$ cat src/rtl/ram_rd_pkg.sv
// Shared types and default sizes for the RAM burst reader.
package ram_rd_pkg;

  localparam int RD_AW         = 10;
  localparam int RD_DW         = 32;
  localparam int RD_LEN_W      = 11;
  localparam int RD_FIFO_DEPTH = 4;

  typedef enum logic [1:0] {
    IDLE  = 2'd0,
    ISSUE = 2'd1,
    DRAIN = 2'd2
  } rd_state_t;

  typedef struct packed {
    logic             last;
    logic [RD_DW-1:0] data;
  } rd_beat_t;

endpackage

$ cat src/rtl/ram_rd_fifo.sv
// Return buffer for the burst reader: a small synchronous FIFO whose element type
// is a parameter, so the top can store its own {last, data} beat at any data width.
// A push into a full FIFO is accepted only when a pop happens in the same cycle.
module ram_rd_fifo
  import ram_rd_pkg::*;
#(
  parameter type T          = rd_beat_t,
  parameter int  DEPTH      = RD_FIFO_DEPTH,
  localparam int PW         = $clog2(DEPTH),
  localparam int CW         = PW + 1
) (
  input  logic          clk,
  input  logic          rst,
  input  logic          push,
  input  T              wdata,
  input  logic          pop,
  output T              rdata,
  output logic          full,
  output logic          empty,
  output logic [CW-1:0] count
);

  T              mem_q [DEPTH];
  logic [PW-1:0] wr_q;
  logic [PW-1:0] rd_q;
  logic [CW-1:0] cnt_q;
  logic          wr_en;
  logic          rd_en;

  assign empty = (cnt_q == '0);
  assign full  = (cnt_q == CW'(DEPTH));
  assign count = cnt_q;
  assign rd_en = pop && !empty;
  assign wr_en = push && (!full || rd_en);
  assign rdata = mem_q[rd_q];

  // Storage array: holds data only, validity is tracked by the pointers.
  always_ff @(posedge clk) begin
    if (wr_en) begin
      mem_q[wr_q] <= wdata;
    end
  end

  // Pointers and occupancy; reset empties the buffer.
  always_ff @(posedge clk or negedge rst) begin
    if (!rst) begin
      wr_q  <= '0;
      rd_q  <= '0;
      cnt_q <= '0;
    end else begin
      if (wr_en) wr_q <= wr_q + 1'b1;
      if (rd_en) rd_q <= rd_q + 1'b1;
      case ({wr_en, rd_en})
        2'b10:   cnt_q <= cnt_q + 1'b1;
        2'b01:   cnt_q <= cnt_q - 1'b1;
        default: cnt_q <= cnt_q;
      endcase
    end
  end

endmodule

$ cat src/rtl/ram_burst_reader.sv
// Read-side burst master for a dual-port RAM (port B).
// Takes an (address, length) command, issues one read per cycle while credit allows,
// buffers the returns and streams them out with a last flag on the final word.
// In-flight reads plus buffered words never exceed FIFO_DEPTH, so backpressure is lossless.
// Build option READER_WRAP_EN: when defined, bursts wrap around the top of the address
// space; when undefined, a burst that would run past the top is rejected with cmd_err.
module ram_burst_reader
  import ram_rd_pkg::*;
#(
  parameter int AW         = RD_AW,
  parameter int DW         = RD_DW,
  parameter int LEN_W      = RD_LEN_W,
  parameter int FIFO_DEPTH = RD_FIFO_DEPTH
) (
  input  logic             clk,
  input  logic             rst,
  input  logic             cmd_valid,
  output logic             cmd_ready,
  input  logic [AW-1:0]    cmd_addr,
  input  logic [LEN_W-1:0] cmd_len,
  output logic             cmd_err,
  output logic             renb,
  output logic [AW-1:0]    addrb,
  input  logic [DW-1:0]    doutb,
  input  logic             dvalb,
  output logic             m_valid,
  input  logic             m_ready,
  output logic [DW-1:0]    m_data,
  output logic             m_last,
  output logic             busy
);

  localparam int CW = $clog2(FIFO_DEPTH) + 1;
  localparam int SW = ((AW > LEN_W) ? AW : LEN_W) + 1;

  typedef struct packed {
    logic          last;
    logic [DW-1:0] data;
  } beat_t;

  rd_state_t        state_q, state_d;
  logic [AW-1:0]    addr_q, addr_d;
  logic [LEN_W-1:0] rem_q, rem_d;     // reads still to issue
  logic [LEN_W-1:0] ret_q, ret_d;     // returns still to arrive, tags last
  logic [LEN_W-1:0] pop_q, pop_d;     // words still to hand downstream
  logic [CW-1:0]    out_q, out_d;     // reads issued but not yet returned
  logic             err_q, err_d;

  logic [CW-1:0]    fifo_count;
  logic             fifo_full;
  logic             fifo_empty;
  logic [CW:0]      inflight;
  logic             credit_ok;
  logic             cmd_fire;
  logic             issue;
  logic             ret_ok;
  logic             push;
  logic             pop;
  beat_t            push_beat;
  beat_t            pop_beat;

  // A command is legal when non-empty and, without wrap, it stays inside the RAM.
  function automatic logic cmd_is_legal(input logic [AW-1:0] a, input logic [LEN_W-1:0] l);
    logic ok;
    ok = (l != '0);
`ifdef READER_WRAP_EN
    ok = ok && (SW'(l) <= (SW'(1) << AW));
    if (a == '1) ok = ok;
`else
    ok = ok && ((SW'(a) + SW'(l)) <= (SW'(1) << AW));
`endif
    return ok;
  endfunction

  assign cmd_ready = (state_q == IDLE);
  assign cmd_fire  = cmd_valid && cmd_ready;
  assign busy      = (state_q != IDLE);

  // Credit: a read may go out only if it still has a guaranteed FIFO slot.
  assign inflight  = {1'b0, out_q} + {1'b0, fifo_count};
  assign credit_ok = (inflight < (CW+1)'(FIFO_DEPTH));
  assign issue     = (state_q == ISSUE) && credit_ok;
  assign renb      = issue;
  assign addrb     = addr_q;

  // A return with nothing outstanding is a leftover from before reset and is dropped.
  assign ret_ok    = dvalb && (out_q != '0);
  assign push      = ret_ok && (!fifo_full || pop);
  assign push_beat = {(ret_q == LEN_W'(1)), doutb};

  assign m_valid   = !fifo_empty;
  assign pop       = m_valid && m_ready;
  assign m_data    = m_valid ? pop_beat.data : '0;
  assign m_last    = m_valid && pop_beat.last;
  assign cmd_err   = err_q;

  ram_rd_fifo #(
    .T     (beat_t),
    .DEPTH (FIFO_DEPTH)
  ) u_fifo (
    .clk   (clk),
    .rst   (rst),
    .push  (push),
    .wdata (push_beat),
    .pop   (pop),
    .rdata (pop_beat),
    .full  (fifo_full),
    .empty (fifo_empty),
    .count (fifo_count)
  );

  // Outstanding-read counter: an issue and a return in the same cycle cancel.
  always_comb begin
    out_d = out_q;
    case ({issue, ret_ok})
      2'b10:   out_d = out_q + 1'b1;
      2'b01:   out_d = out_q - 1'b1;
      default: out_d = out_q;
    endcase
  end

  // Burst FSM with address and length bookkeeping.
  always_comb begin
    state_d = state_q;
    addr_d  = addr_q;
    rem_d   = rem_q;
    ret_d   = ret_q;
    pop_d   = pop_q;
    err_d   = 1'b0;
    if (ret_ok) ret_d = ret_q - 1'b1;
    if (pop)    pop_d = pop_q - 1'b1;
    case (state_q)
      IDLE: begin
        if (cmd_fire) begin
          if (cmd_is_legal(cmd_addr, cmd_len)) begin
            addr_d  = cmd_addr;
            rem_d   = cmd_len;
            ret_d   = cmd_len;
            pop_d   = cmd_len;
            state_d = ISSUE;
          end else begin
            err_d = 1'b1;
          end
        end
      end
      ISSUE: begin
        if (issue) begin
          addr_d = addr_q + 1'b1;
          rem_d  = rem_q - 1'b1;
          if (rem_q == LEN_W'(1)) state_d = DRAIN;
        end
      end
      DRAIN: begin
        if (pop && (pop_q == LEN_W'(1))) state_d = IDLE;
      end
      default: state_d = IDLE;
    endcase
  end

  // State and counter registers; reset aborts any burst in progress.
  always_ff @(posedge clk or negedge rst) begin
    if (!rst) begin
      state_q <= IDLE;
      addr_q  <= '0;
      rem_q   <= '0;
      ret_q   <= '0;
      pop_q   <= '0;
      out_q   <= '0;
      err_q   <= 1'b0;
    end else begin
      state_q <= state_d;
      addr_q  <= addr_d;
      rem_q   <= rem_d;
      ret_q   <= ret_d;
      pop_q   <= pop_d;
      out_q   <= out_d;
      err_q   <= err_d;
    end
  end

endmodule

$ cat config.mk
export PLATFORM = sky130hd
export DESIGN_NAME = ram_burst_reader
export DESIGN_NICKNAME = d
export VERILOG_FILES = /design/src/rtl/ram_rd_pkg.sv /design/src/rtl/ram_rd_fifo.sv /design/src/rtl/ram_burst_reader.sv
export SDC_FILE = /design/constraint.sdc
export NUM_CORES = 1
export LEC_CHECK = 0
export BUFFER_PORTS_ARGS = -buffer_cell sky130_fd_sc_hd__buf_2
export CAP_MARGIN = 20
export CELL_PAD_IN_SITES_DETAIL_PLACEMENT = 0
export CELL_PAD_IN_SITES_GLOBAL_PLACEMENT = 1
export CORE_ASPECT_RATIO = 1.75
export CORE_MARGIN = 4
export CORE_UTILIZATION = 52
export DETAILED_ROUTE_END_ITERATION = 7
export PLACE_DENSITY = 0.9
export SETUP_SLACK_MARGIN = 0.3
export SLEW_MARGIN = 30
export SYNTH_ARGS = -nofsm -noshare
export SYNTH_HDL_FRONTEND = slang
export SYNTH_SLANG_ARGS = --single-unit
export TNS_END_PERCENT = 30
$ cat constraint.sdc
create_clock -name clk -period 7.5 [get_ports clk]
set_clock_uncertainty 0.2 [all_clocks]
set_input_delay 1.5 -clock clk [delete_from_list [all_inputs] [get_ports clk]]
set_output_delay 1.5 -clock clk [all_outputs]
set_load 0.02 [all_outputs]
==> results of run 1 <==
## synthesized netlist by cell type (2+ instances only)
cell type and count:
edfxtp_1 132, dfrtp_1 56, a21oi_1 49, nor2_1 43, and2_1 39, mux4_2 33, ha_1 25, nand2_1 25
inv_1 21, clkbuf_1 20, nand3_1 18, xnor2_1 18, o21ai_0 16, a31oi_1 15, xor2_1 14, nor3_1 12
nor4_1 9, o22a_1 8, a21o_1 7, and3_1 5, o2bb2a_1 5, buf_6 4, o22ai_1 4, or3_1 4
or4_1 4, buf_1 3, fa_1 3, mux2i_1 3, nand2b_1 3, nand4_1 3, o211ai_1 3, o31ai_1 3
a221oi_1 2, mux2_4 2, nor3b_1 2, nor4b_1 2
## area by class of cell
class / count / area share
Sequential cell: 188 / 0.532
Multi-Input combinational cell: 398 / 0.316
Timing Repair Buffer: 110 / 0.0558
Clock buffer: 17 / 0.0422
Tap cell: 224 / 0.0278
Clock inverter: 15 / 0.0182
Inverter: 21 / 0.00782
## placed cells by master, fill, tap and decap left out, types with 18 or more instances in the layout
cell type / synthesis / routed
edfxtp_1: 132 / 132
buf_2: 1 / 105
dfrtp_1: 56 / 55
a21oi_1: 49 / 49
nor2_1: 43 / 43
and2_1: 39 / 35
mux4_2: 33 / 33
nand2_1: 25 / 25
ha_1: 25 / 25
inv_1: 21 / 21
nand3_1: 18 / 18
xnor2_1: 18 / 18
## power by group through the flow
stage	Clock, mW	Sequential, mW	Combinational (mW)
2_1_floorplan	0	1.62	1.23
6_report	0.919	1.65	1.66
5_1_grt	0.981	1.69	1.83
3_3_place_gp	0	1.64	1.63
3_5_place_dp	0	1.67	1.68
4_1_cts	0.935	1.65	1.69
## metal layers
metal	global-route usage	up-vias	wire [um]
met3	0.0406	39	921
met5	0	-	0
met2	0.391	188	10800
met1	0.222	2800	6790
li1	-	2619	-
met4	0.0960	0	666
## cells by family (layout without fill, tap and decap cells)
kind of cell / Yosys count / in the layout
AO/OA/AOI/OAI: 125 / 125
XOR/XNOR: 32 / 32
adder cells (fa/ha/maj): 28 / 28
buffers and inverters: 51 / 163
flip-flops: 188 / 188
multiplexers: 38 / 38
AND/OR/NAND/NOR: 175 / 175
## sequential cells by signal, indices dropped and copies added, names as in the netlist
register and flops:
cmd_err 1, out_q 3, u_fifo.wr_q 2, state_q 2, ret_q 11, u_fifo.count 3, pop_q 11, u_fifo.mem_q 132
addrb 10, u_fifo.rd_q 2, rem_q 11
## through the flow
step / utilization / hold WS [ns] / power [mW]
detailed placement: 0.573 / 0.290 / 3.35
floorplan: - / 0.261 / 2.85
global route: 0.610 / 0.337 / 4.49
global placement: 0.573 / 0.260 / 3.27
CTS: 0.610 / 0.302 / 4.28
finish: 0.610 / 0.298 / 4.23
## final timing paths
kind | start | end | slack [ns] | cells past startpoint
min in group asynchronous | rst | cmd_err$_DFF_PN0_ | 1.01 | 2
min | u_fifo.rd_q[1]$_DFFE_PN0P_ | u_fifo.rd_q[1]$_DFFE_PN0P_ | 0.30 | 1
max | cmd_addr[0] | addrb[4]$_DFFE_PN0P_ | 3.07 | 12
max reg2reg | out_q[2]$_DFFE_PN0P_ | out_q[2]$_DFFE_PN0P_ | 4.25 | 9
min reg2reg | u_fifo.rd_q[1]$_DFFE_PN0P_ | u_fifo.rd_q[1]$_DFFE_PN0P_ | 0.30 | 1
max in group asynchronous | rst | u_fifo.rd_q[0]$_DFFE_PN0P_ | 5.57 | 2
==> impl_metrics.yaml, run 1 <==
die:
  fp.dieW_um: 106
  rows: 62
  die_y_um: 180
  core-area_um2: 16500
  start_util: 0.531
  die_area_um2: 19100
  io-pin-count: 106
drt:
  drtPass1Iterations: 5
  wl_um: 19200
  routed_via_density: 5.80
  final_antenna_net_count: 0
  wl_per_cell_um: 19.7
  drt_iter0_drc: 329
  drc: 0
  vias: 5646
final_layout:
  multiInputGateArea_um2: 3180
  instances_no_fill: 973
  regArea_um2: 5370
  final_nets: 822
  antenna_cells: 0
  drive_gt1_frac: 0.256
  n_fill_cell: 1308
  area_growth_pct: 14.9
  post-route-cell-area_um2: 10100
clock_network:
  ctsResizeCount: 0
  clock_latency_ns: 0.43
  clkTransAtPathRegs_ns: 0.07
  htree_num_levels: 4
  cts_buffers: 17
  hold_buffers: 0
  cts_root_buffer: "clkbuf_16"
  numClockSinks: 188
  clk_path_buf_depth: 2
  cts_tree: "done"
  postCtsSetupBuffers: 0
worst_setup_path:
  cp-end-kind: "register"
  path_max_fanout: 54
  path_class: "input pin to register"
  start_kind: "input pin"
  cpPeakStageDelay_ns: 0.54
  critPathBufInv: 2
  path_cells: "buf_2 -> ha_1 -> fa_1 -> and3_1 -> or3_1 -> a21oi_1 -> nand4_1 -> or4_4 -> a21o_1 -> buf_4 -> nand2_1 -> o2bb2a_1"
  cp.required_ns: 7.61
  arrival_ns: 4.54
  cp_slowest_cell: "or4_4"
  cpLargestDelayFamily: "simple AND/OR/NAND/NOR gates"
place:
  placed_cell_area_um2: 9470
  pre_cts_ws_ns: 2.62
  dp_hpwl_um: 13200
  gp_congestion: 0.922
  io_buffers: 105
  dp_cells: 941
synth:
  synth_top_area_share: 0.452
  synth.cell_area_um2: 8780
  syn-num-nets: 723
  synth_xor_area_frac: 0.0319
  yosysSeqAreaShare: 0.611
  syn_avg_cell_area_um2: 13.8
  synth.top_cells.by_area: "edfxtp_1 (45%), dfrtp_1 (16%), mux4_2 (8.5%), ha_1 (3.6%), a21oi_1 (2.8%)"
  dominantRegCellSynth: "edfxtp_1"
  synth_edf_count: 132
  async_reset_ff_frac: 0.298
  synth-compound-area-share: 0.0918
  synth-adder-area-share: 0.0425
  syn-instance-count: 637
  synthMuxAreaShare: 0.0915
  synth_top_family_by_area: "simple AND/OR/NAND/NOR gates"
  synth_cell_types: 58
  ys_seq_elements: 188
  synth_top_cell_by_area: "edfxtp_1"
  synthSimpleGateAreaFrac: 0.104
  ys_warn_count: 0
grt:
  grt_pass1_vias: 6027
  grt.overflow.total: 0
  grt_max_degree: 57
  antenna_found_initial: 0
  track_usage: 0.209
  grt_pass1_wl_um: 30900
power:
  p_seq_frac: 0.390
  p_comb_frac: 0.393
  p_int_mw: 2.66
  switching_share: 0.370
  ir_drop_mv: 0.238
  p_clk_frac: 0.217
  power_density_nw_per_um2: 420
  p_switching_mw: 1.57
  power_leakage_nw: 3.80
timing:
  hold_viol_final: 0
  fmax_mhz: 226
  final.setup.tns_ns: 0
  worst_pin_slew_ns: 0.924
  grt_setup_unrepaired: "no"
  fin_crit_sh: 0.591
  max-slew-margin-rel: 0.382
  slew_viol_final: 0
  worst_slack_ns: 3.07
  final-setup-viol-count: 0
  finalCriticalPeriod_ns: 4.43
run:
  drv_cap: 0
worst_hold_path:
  hold_class: "register to register"
outcome:
  status: "complete, no violations"
Power figures use the tool's default switching activity.
==> run 2: changes to the inputs <==
- CORE_UTILIZATION: 52 -> 48
- PLACE_DENSITY: 0.9 -> 0.85
- clock period: 7.5 -> 4.21 ns (I/O delays scaled with it)
==> run 2 against run 1 <==
  * Sequential share of layout area barely moved
  * Die area up 7.8%
  * Wire length barely moved
  * Setup slack worse by 2.5 ns
  * Via count down 0.66%
  * Utilization is 4.9 points lower
  * Flip-flop and latch count did not move
  * Largest power group unchanged
==> impl_metrics.yaml, run 2 (synthesized netlist as in run 1, its figures left out) <==
outcome:
  status: "complete, no violations"
clock_network:
  cts_buffers: 17
  clk_path_buf_depth: 2
  numClockSinks: 188
  cts_root_buffer: "clkbuf_16"
  postCtsSetupBuffers: 0
  hold_buffers: 0
  clock_latency_ns: 0.42
  clkTransAtPathRegs_ns: 0.07
  htree_num_levels: 4
  ctsResizeCount: 0
  cts_tree: "done"
timing:
  max-slew-margin-rel: 0.381
  grt_setup_unrepaired: "no"
  fin_crit_sh: 0.866
  final-setup-viol-count: 0
  fmax_mhz: 274
  finalCriticalPeriod_ns: 3.64
  hold_viol_final: 0
  worst_pin_slew_ns: 0.925
  slew_viol_final: 0
  timing.hold.ws_ns: 0.137
  final.setup.tns_ns: 0
  worst_slack_ns: 0.565
worst_setup_path:
  critPathBufInv: 2
  rr_worst_depth: 9
  r2r_slack_ns: 1.37
  cpPeakStageDelay_ns: 0.54
  arrival_ns: 3.75
  path_cells: "buf_2 -> ha_1 -> fa_1 -> and3_1 -> or3_1 -> a21oi_1 -> nand4_1 -> or4_4 -> a21o_1 -> buf_12 -> nand2_1 -> o2bb2a_1"
  path_max_fanout: 54
  cpLargestDelayFamily: "simple AND/OR/NAND/NOR gates"
  path_class: "input pin to register"
  r2r_end: "pop_q[9]$_DFF_PN0_"
  start_kind: "input pin"
  cp_slowest_cell: "or4_4"
  r2r_start: "u_fifo.count[0]$_DFFE_PN0P_"
  cp.required_ns: 4.32
  cp-end-kind: "register"
place:
  dp_hpwl_um: 13400
  pre_cts_ws_ns: 0.143
  placed_cell_area_um2: 9530
  io_buffers: 105
  gp_congestion: 0.855
power:
  power_density_nw_per_um2: 736
  power_leakage_nw: 3.81
  p_total_mw: 7.42
  ir_drop_mv: 0.376
die:
  die_y_um: 187
  rows: 65
  core-area_um2: 18000
  die_area_um2: 20600
  start_util: 0.488
  io-pin-count: 106
  fp.dieW_um: 110
final_layout:
  antenna_cells: 0
  mostFrequentLayoutCells: "edfxtp_1 (132), buf_2 (105), dfrtp_1 (55)"
  final_common_cell: "edfxtp_1"
  multiInputGateArea_um2: 3180
  largest_reg_flops: 132
  regArea_um2: 5370
  top_register: "u_fifo.mem_q"
  n_fill_cell: 1464
  post-route-cell-area_um2: 10100
  drive_gt1_frac: 0.257
  final_nets: 825
  area_growth_pct: 14.9
drt:
  wl_um: 19200
  drtPass1Iterations: 4
  vias: 5609
  routed_via_density: 5.69
  wl_per_cell_um: 19.5
  final_antenna_net_count: 0
  drc: 0
  drt_iter0_drc: 194
worst_hold_path:
  hold_class: "input pin to async pin"
grt:
  grt.overflow.total: 0
  grt_pass1_vias: 5981
  grt_pass1_wl_um: 30400
  antenna_found_initial: 0
  track_usage: 0.193
  grt_max_degree: 55
run:
  drv_cap: 0
-- run 2: cell count changes in the layout (fill, tap and decap cells not counted), sizes merged --
cell      delta
buf          +3
inv          -5
clkbuf       +1
bufinv       -2
clkinvlp     -3
clkinv       +9
-- run 2: layout make-up --
class / count / area share
Clock buffer: 18 / 0.0426
Clock inverter: 14 / 0.0123
Inverter: 21 / 0.00782
Multi-Input combinational cell: 398 / 0.316
Sequential cell: 188 / 0.532
Tap cell: 234 / 0.0290
Timing Repair Buffer: 113 / 0.0605
-- run 2: report_power, final --
part / total, mW / switching (mW) / internal, mW / leakage [nW]
Clock: 1.48 / 0.670 / 0.815 / 0.274
Sequential: 2.96 / 0.415 / 2.55 / 1.85
Combinational: 2.97 / 1.69 / 1.28 / 1.68
Total: 7.42 / 2.78 / 4.65 / 3.81
-- run 2: layer usage --
metal  track usage  routed length [um]  vias up
li1              -                   -     2619
met4        0.0735                 559        0
met2         0.354               10700      179
met3        0.0349                 982       33
met5             0                   0        -
met1         0.217                6970     2778
-- run 2: worst max-delay path by stage --
stage,from,endpoint,cells past startpoint
after global routing,cmd_len[0],addrb[5]$_DFFE_PN0P_,12
after floorplan,cmd_addr[0],pop_q[1]$_DFF_PN0_,11
after CTS,cmd_addr[0],addrb[5]$_DFFE_PN0P_,12
after detailed placement,cmd_addr[0],addrb[5]$_DFFE_PN0P_,12
final,cmd_addr[0],addrb[5]$_DFFE_PN0P_,12
after global placement,cmd_addr[0],addrb[8]$_DFFE_PN0P_,12
-- run 2: worst register-to-register path: stages (launching register included) --
cell,delay [ns]
dfrtp_1,0.43
or3_1,0.13
buf_4,0.29
nand2_1,0.23
or4_1,0.48
nor2_1,0.25
nand3_1,0.19
nor4_1,0.27
xnor2_1,0.16
a21oi_1,0.08
-- run 2: through the flow --
stage / util / std cells
after global placement: 0.530 / 954
after global routing: 0.561 / 986
after floorplan: - / 637
final: 0.561 / 986
after CTS: 0.561 / 986
after detailed placement: 0.530 / 954
==> run 3: changes to the inputs <==
--- a/constraint.sdc
+++ b/constraint.sdc
@@ -3,3 +3,3 @@
 set_input_delay 0.842 -clock clk [delete_from_list [all_inputs] [get_ports clk]]
 set_output_delay 0.842 -clock clk [all_outputs]
-set_load 0.02 [all_outputs]
+set_load 0.05 [all_outputs]
==> run 3 against run 2 <==
  * Wire length rose by 0.99%
  * Combinational power rose by 26%
  * Count of clock-buffer cells in the layout shrank 1
  * Largest cell class unchanged
  * Highest routed layer unchanged
==> impl_metrics.yaml, run 3 (synthesized netlist as in run 1, its figures left out) <==
outcome:
  status: "complete, no violations"
final_layout:
  final_common_cell: "edfxtp_1"
  drive_gt1_frac: 0.256
  n_fill_cell: 1473
  mostFrequentLayoutCells: "edfxtp_1 (132), buf_2 (104), dfrtp_1 (55)"
  top_register: "u_fifo.mem_q"
  largest_reg_flops: 132
  area_growth_pct: 15.4
  antenna_cells: 0
  instances_no_fill: 987
  final_nets: 827
die:
  die_y_um: 187
  fp.dieW_um: 110
  start_util: 0.488
  io-pin-count: 106
  core-area_um2: 18000
  rows: 65
  die_area_um2: 20600
timing:
  max-slew-margin-rel: 0.395
  worst_pin_slew_ns: 0.907
  fmax_mhz: 274
  hold_viol_final: 0
  fin_crit_sh: 0.866
  grt_setup_unrepaired: "no"
  slew_viol_final: 0
  final.setup.tns_ns: 0
  finalCriticalPeriod_ns: 3.65
  final-setup-viol-count: 0
drt:
  vias: 5714
  final_antenna_net_count: 0
  routed_via_density: 5.79
  drtPass1Iterations: 5
  drc: 0
  wl_um: 19400
  drt_iter0_drc: 297
  wl_per_cell_um: 19.6
worst_setup_path:
  start_kind: "input pin"
  path_max_fanout: 21
  r2r_end: "pop_q[9]$_DFF_PN0_"
  rr_worst_depth: 9
  arrival_ns: 3.75
  cp-end-kind: "register"
  r2r_start: "u_fifo.count[0]$_DFFE_PN0P_"
  path_class: "input pin to register"
  r2r_slack_ns: 1.40
  cp.required_ns: 4.32
clock_network:
  htree_num_levels: 4
  clk_path_buf_depth: 2
  clock_latency_ns: 0.43
  cts_root_buffer: "clkbuf_16"
  ctsResizeCount: 0
  clkTransAtPathRegs_ns: 0.07
  hold_buffers: 0
  postCtsSetupBuffers: 0
  cts_tree: "done"
  numClockSinks: 188
  cts_buffers: 17
grt:
  met1_usage: 0.214
  use_met2: 0.365
  grt.overflow.total: 0
  grt_pass1_vias: 6079
  grt_use_met3: 0.0380
  antenna_found_initial: 0
  busiest_layer: "met2"
  grt_max_degree: 39
  grt_pass1_wl_um: 30800
  track_usage: 0.198
worst_hold_path:
  hold_class: "input pin to async pin"
power:
  ir_drop_mv: 0.504
  power_leakage_nw: 3.82
  power_density_nw_per_um2: 817
place:
  dp_cells: 956
  io_buffers: 105
  dp_hpwl_um: 13600
  gp_congestion: 0.912
run:
  drv_cap: 0
==> run 3: layer usage <==
layer,wire (um),part of all wire,vias to the layer above
li1,-,-,2632
met1,6870,0.35,2836
met2,10800,0.56,200
met3,1060,0.054,46
met4,629,0.032,0
met5,0,0,-
==> run 3: layout make-up <==
class                           count  area [um^2]  share of cell area
Clock buffer                       17          425              0.0420
Tap cell                          234          293              0.0289
Sequential cell                   188         5370               0.530
Timing Repair Buffer              115          616              0.0608
Clock inverter                     14          169              0.0167
Multi-Input combinational cell    398         3180               0.314
Inverter                           21         78.8             0.00778
==> run 3: stage by stage <==
stage          worst slack [ns]  hold WS, ns   util  instance area [um^2]  total power, mW
6_report                  0.565        0.185  0.564                 10100             8.28
5_1_grt                   0.451        0.203  0.564                 10100             8.77
4_1_cts                   0.612        0.304  0.564                 10100             8.36
3_5_place_dp              0.153        0.293  0.530                  9530             6.74
3_3_place_gp              0.227        0.285  0.530                  9530             6.61
2_1_floorplan             0.476        0.261      -                  8780             5.80
==> run 3: worst max path at each step <==
stage	start	to	slack, ns
floorplan	cmd_addr[0]	pop_q[1]$_DFF_PN0_	0.48
global placement	cmd_addr[0]	addrb[5]$_DFFE_PN0P_	0.23
detailed placement	cmd_addr[0]	addrb[6]$_DFFE_PN0P_	0.15
CTS	cmd_addr[0]	addrb[6]$_DFFE_PN0P_	0.61
global route	cmd_len[0]	addrb[6]$_DFFE_PN0P_	0.45
finish	cmd_addr[0]	addrb[2]$_DFFE_PN0P_	0.56
==> run 3: critical path: stages <==
cell and delay (ns):
buf_2 0.12, ha_1 0.22, fa_1 0.42, and3_1 0.19, or3_1 0.30, a21oi_1 0.17, nand4_1 0.12, or4_4 0.54
a21o_1 0.21, buf_4 0.21, nand2_1 0.15, o2bb2a_1 0.23
==> run 3: power by group <==
part           total [mW]  internal [mW]  leakage [nW]  switching (mW)
Combinational        3.73           1.29          1.69            2.44
Clock                1.60          0.932         0.276           0.667
Sequential           2.95           2.55          1.85           0.399
